`src/rtl/finish_aggregator.sv`:
```
// finish_aggregator: sticky per-PU finish capture with masked all-finished
// detection, a one-cycle done pulse per iteration and a wrapping iteration
// counter. AUTO_CLEAR=1 drops all finish bits the cycle after each pulse.
// Optional watchdog: define FINISH_AGG_TIMEOUT_EN to add the timeout_cycles
// input, the sticky timeout_flag output and the cycle counter behind them.
module finish_aggregator #(
    parameter int N_PU       = 8,
    parameter int ITER_W     = 16,
    parameter int AUTO_CLEAR = 0,
    parameter int TIMEOUT_W  = 24
) (
    input  logic                         clk,
    input  logic                         reset,
    input  logic                         clear_finish_reg,
    input  logic [N_PU-1:0]              set_finish,
    input  logic [N_PU-1:0]              pu_enable_mask,
    output logic [N_PU-1:0]              finish_reg,
    output logic [$clog2(N_PU+1)-1:0]    finish_count,
    output logic                         all_finished,
    output logic                         done_pulse,
    output logic [ITER_W-1:0]            iteration_count
`ifdef FINISH_AGG_TIMEOUT_EN
    ,
    input  logic [TIMEOUT_W-1:0]         timeout_cycles,
    output logic                         timeout_flag
`endif
);

    localparam int CNT_W = $clog2(N_PU + 1);

    typedef enum logic {
        ST_RUN  = 1'b0,
        ST_DONE = 1'b1
    } state_t;

    state_t              state_q, state_d;
    logic [N_PU-1:0]     finish_q, finish_d;
    logic                done_pulse_q, done_pulse_d;
    logic [ITER_W-1:0]   iter_q, iter_d;
    logic [N_PU-1:0]     masked_finish;
    logic                clear_any;
    logic                run_to_done;
    logic [CNT_W-1:0]    count_sum;

    // Auto-clear acts exactly like a host clear, one cycle after the pulse.
    assign clear_any   = clear_finish_reg || ((AUTO_CLEAR != 0) && (state_q == ST_DONE));
    assign run_to_done = (state_q == ST_RUN) && all_finished && !clear_finish_reg;

    // Per-bit capture: clear beats a coincident set, so the PU must re-assert.
    genvar gi;
    generate
        for (gi = 0; gi < N_PU; gi++) begin : g_bit
            assign finish_d[gi]      = clear_any ? 1'b0 : (finish_q[gi] | set_finish[gi]);
            assign masked_finish[gi] = finish_q[gi] & pu_enable_mask[gi];
        end
    endgenerate

    // Popcount of the enabled finished PUs.
    always_comb begin
        count_sum = '0;
        for (int i = 0; i < N_PU; i++) begin
            count_sum = count_sum + CNT_W'(masked_finish[i]);
        end
    end

    // An empty mask never completes; otherwise every enabled PU must be done.
    assign all_finished    = (pu_enable_mask != '0) && (masked_finish == pu_enable_mask);
    assign finish_count    = count_sum;
    assign finish_reg      = finish_q;
    assign done_pulse      = done_pulse_q;
    assign iteration_count = iter_q;

    // Next-state for the RUN/DONE iteration FSM, pulse and iteration counter.
    always_comb begin
        state_d      = state_q;
        done_pulse_d = 1'b0;
        iter_d       = iter_q;
        if (clear_finish_reg) begin
            state_d = ST_RUN;
        end else begin
            case (state_q)
                ST_RUN: begin
                    if (all_finished) begin
                        state_d      = ST_DONE;
                        done_pulse_d = 1'b1;
                        iter_d       = iter_q + ITER_W'(1);
                    end
                end
                ST_DONE: begin
                    if (AUTO_CLEAR != 0) begin
                        state_d = ST_RUN;
                    end
                end
                default: state_d = ST_RUN;
            endcase
        end
    end

    // State, capture bits, pulse and iteration counter registers.
    always_ff @(posedge clk) begin
        if (reset) begin
            state_q      <= ST_RUN;
            finish_q     <= '0;
            done_pulse_q <= 1'b0;
            iter_q       <= '0;
        end else begin
            state_q      <= state_d;
            finish_q     <= finish_d;
            done_pulse_q <= done_pulse_d;
            iter_q       <= iter_d;
        end
    end

`ifdef FINISH_AGG_TIMEOUT_EN
    logic [TIMEOUT_W-1:0] wd_q, wd_d;
    logic                 timeout_flag_q, timeout_flag_d;

    // Watchdog restarts on clear or completion, counts while in RUN, saturates.
    always_comb begin
        wd_d           = wd_q;
        timeout_flag_d = timeout_flag_q;
        if (clear_finish_reg || run_to_done) begin
            wd_d = '0;
        end else if ((state_q == ST_RUN) && (wd_q != '1)) begin
            wd_d = wd_q + TIMEOUT_W'(1);
        end
        if (clear_finish_reg) begin
            timeout_flag_d = 1'b0;
        end else if ((timeout_cycles != '0) && (wd_q == timeout_cycles)) begin
            timeout_flag_d = 1'b1;
        end
    end

    // Watchdog counter and sticky flag registers.
    always_ff @(posedge clk) begin
        if (reset) begin
            wd_q           <= '0;
            timeout_flag_q <= 1'b0;
        end else begin
            wd_q           <= wd_d;
            timeout_flag_q <= timeout_flag_d;
        end
    end

    assign timeout_flag = timeout_flag_q;
`else
    logic unused_run_to_done;
    assign unused_run_to_done = run_to_done;
`endif

endmodule

```
`config.mk`:
```
export PLATFORM = sky130hd
export DESIGN_NAME = finish_aggregator
export DESIGN_NICKNAME = d
export VERILOG_FILES = /design/src/rtl/finish_aggregator.sv
export SDC_FILE = /design/constraint.sdc
export NUM_CORES = 1
export LEC_CHECK = 0
export ABC_CLOCK_PERIOD_IN_PS = 4300
export BUFFER_PORTS_ARGS = -buffer_cell sky130_fd_sc_hd__buf_2
export CAP_MARGIN = 40
export CORE_MARGIN = 8
export CORE_UTILIZATION = 49
export DETAILED_ROUTE_END_ITERATION = 16
export PLACE_DENSITY = 0.79
export SYNTH_ARGS = -nofsm -noshare
export SYNTH_HDL_FRONTEND = slang
export SYNTH_SLANG_ARGS = --single-unit
```
`constraint.sdc`:
```
create_clock -name clk -period 4.3 [get_ports clk]
set_input_delay 0.645 -clock clk [delete_from_list [all_inputs] [get_ports clk]]
set_output_delay 0.645 -clock clk [all_outputs]
set_load 0.02 [all_outputs]
```
==> out/metrics.yaml <==
multi_input_area_um2: 804.5
initialDrtViolationCount: 56
worstPathArrival_ns: 3.42
dpl-instance-area_um2: 1649
seqPwrFrac: 0.615
grt-ovfl-total: 0
synth_area_leaders: "dfxtp_1 (38%), fa_1 (5.8%), o21a_1 (4.9%)"
yosysSeqAreaShare: 0.3755
hpwl_um: 2723
synth_cells: 155
fillers: 242
fin_setup_tns_ns: 0
tritoncts: "built"
ios: 49
yosys_warnings: 0
met1_usage: 0.1503
routed_via_density: 5.558
drive_gt1_frac: 0.2673
yosysMostFrequentCell: "dfxtp_1"
fin_nets: 231
holdWs_ns: 0.5121
relSlewSlack: 0.5251
via_count: 1295
grt_max_degree: 21
period_share: 0.9453
synth_nets: 182
dieArea_um2: 4787
worstSetupPathType: "input pin to primary output"
grt_use_met2: 0.2500
cp_max_fo: 3
routed_wl_um: 3393
dp_worst_setup_slack_ns: 0.2141
cellLeakagePower_nw: 0.7277
slew_violations: 0
worstHoldStart: "iteration_count[1]$_SDFFE_PP0P_"
firstDrtPassIters: 4
status: "completed"
initial_core_util: 0.5071
clkPwrFrac: 0.245
max_freq_ghz: 0.2460
grt-busiest-layer: "met2"
hold_viol_final: 0
regArea_um2: 520.5
layout_setup_ws_ns: 0.2353
antenna_found_initial: 0
die_w_um: 69.19
synth.top_cell.area_share: 0.3755
num_rows: 19
area_delta_synth_final_pct: 20.58
die_h_um: 69.19
ir_drop_v: 0.0002285
avgSynthCellArea_um2: 8.944
clock-sinks: 26
yosys_register_bits: 26
remaining_drc_errors: 0
cts_root_buf: "clkbuf_4"
p_total_mw: 0.4039
synth_edf_count: 0
yosys.area.top_type: "dfxtp_1"
startpoint: "pu_enable_mask[0]"
cts_made_buffers: 3
switchingPower_mw: 0.1042
ys_top_cells_by_count: "dfxtp_1 (26), nor2_1 (13), inv_1 (12), nand2_1 (12), nor2b_1 (10)"
cp-start-kind: "input pin"
hold_buffers: 0
grt_pass1_wl_um: 5761
track_usage: 0.1373
rrSetupSlack_ns: 2.08
cts_setup_buffers: 0
grt_pass1_vias: 1310
fin_area_um2: 1672
antenna_cells: 0
r2r-start: "finish_reg[0]$_SDFF_PP0_"
numPortBuffers: 48
synth-async-reset-ratio: 0
combPwrFrac: 0.140
power_density_nw_per_um2: 241.6
cp-end-kind: "primary output"
finalSetupViolations: 0
clk_pin_slew_ns: 0.13
switching_share: 0.2581
rsz0062_at_grt: "false"
required_ns: 3.65
p_int_mw: 0.2996
largest_register_ffs: 16
post_drt_wl_per_cell_um: 14.56
min_path_type: "flop to flop"
grtUsageMet3: 0.03577
synth_cell_types: 31
cts.repair.resized: 0
finalCriticalPeriod_ns: 4.065
coreArea_um2: 2734
htree_levels: 1
synth_flop_cell: "dfxtp_1"
clkLatencyLatePin_ns: 0.31
max-cap-violations: 0
clock_skew_ns: 0.001887
globalplace.congestion: 0.9494
ctsLongestPathBuffers: 2
syn_area_um2: 1386
worst_slew_pin_slew_ns: 0.7058
antenna_left: 0
## power groups by stage
| stage | combinational (mW) | clock (mW) | sequential (mW) |
|---|---|---|---|
| finish | 0.0564 | 0.0990 | 0.248 |
| global route | 0.0628 | 0.109 | 0.249 |
| CTS | 0.0577 | 0.0999 | 0.248 |
| detailed placement | 0.0575 | 0 | 0.254 |
| global placement | 0.0551 | 0 | 0.254 |
| floorplan | 0.0310 | 0 | 0.258 |
## worst max-delay path: stages
cell and delay, ns:
buf_2 0.12, nand2_1 0.08, fa_1 0.51, fa_1 0.54
inv_1 0.05, fa_1 0.53, ha_1 0.18, inv_1 0.06
fa_1 0.38, xnor2_1 0.14, buf_2 0.18
## cells by family (layout without fill, tap and decap cells)
group / Yosys count / after routing / synth area share
AOI/OAI and AO/OA: 29 / 29 / 0.1670
and+or+nand+nor: 67 / 67 / 0.2590
muxes: 2 / 2 / 0.01624
DFF: 26 / 26 / 0.3755
adders and majority gates: 8 / 8 / 0.09387
xor gates and xnor gates: 7 / 7 / 0.04422
buffers and inverters: 16 / 63 / 0.04422
## stage by stage
step / cells / util
after floorplan: 155 / -
final: 233 / 0.6114
after global routing: 233 / 0.6114
after detailed placement: 230 / 0.6032
after CTS: 233 / 0.6114
after global placement: 230 / 0.6032
## placed cells by master (no fill, tap or decap), types with 3 or more instances in the layout
master    instances
or4_1             4
inv_1            12
o21a_1            9
nor2b_1          10
clkbuf_4          3
o21ai_0           3
xor2_1            5
nor2_1           13
nand2_1          12
and2_1            3
nor4_1            3
ha_1              4
fa_1              4
dfxtp_1          26
o31ai_1           3
buf_2            48
nand3_1           8
a21oi_1           8
nand4_1           6
## metal layers
layer | share of wire | vias to the layer above
li1 | - | 637
met1 | 0.43 | 624
met2 | 0.51 | 28
met3 | 0.043 | 6
met4 | 0.012 | 0
met5 | 0 | -
## cell type report
cell class                      count  area share
Timing Repair Buffer               48      0.1437
Inverter                           12     0.02695
Sequential cell                    26      0.3114
Multi-Input combinational cell    113      0.4813
Tap cell                           31     0.02320
Clock buffer                        3     0.01347
## final timing paths
check                                     end  cells past startpoint
min           iteration_count[1]$_SDFFE_PP0P_                      2
min reg2reg   iteration_count[1]$_SDFFE_PP0P_                      2
max                           finish_count[2]                     11
max reg2reg  iteration_count[15]$_SDFFE_PP0P_                      5
(Power assumes the default switching activity.)
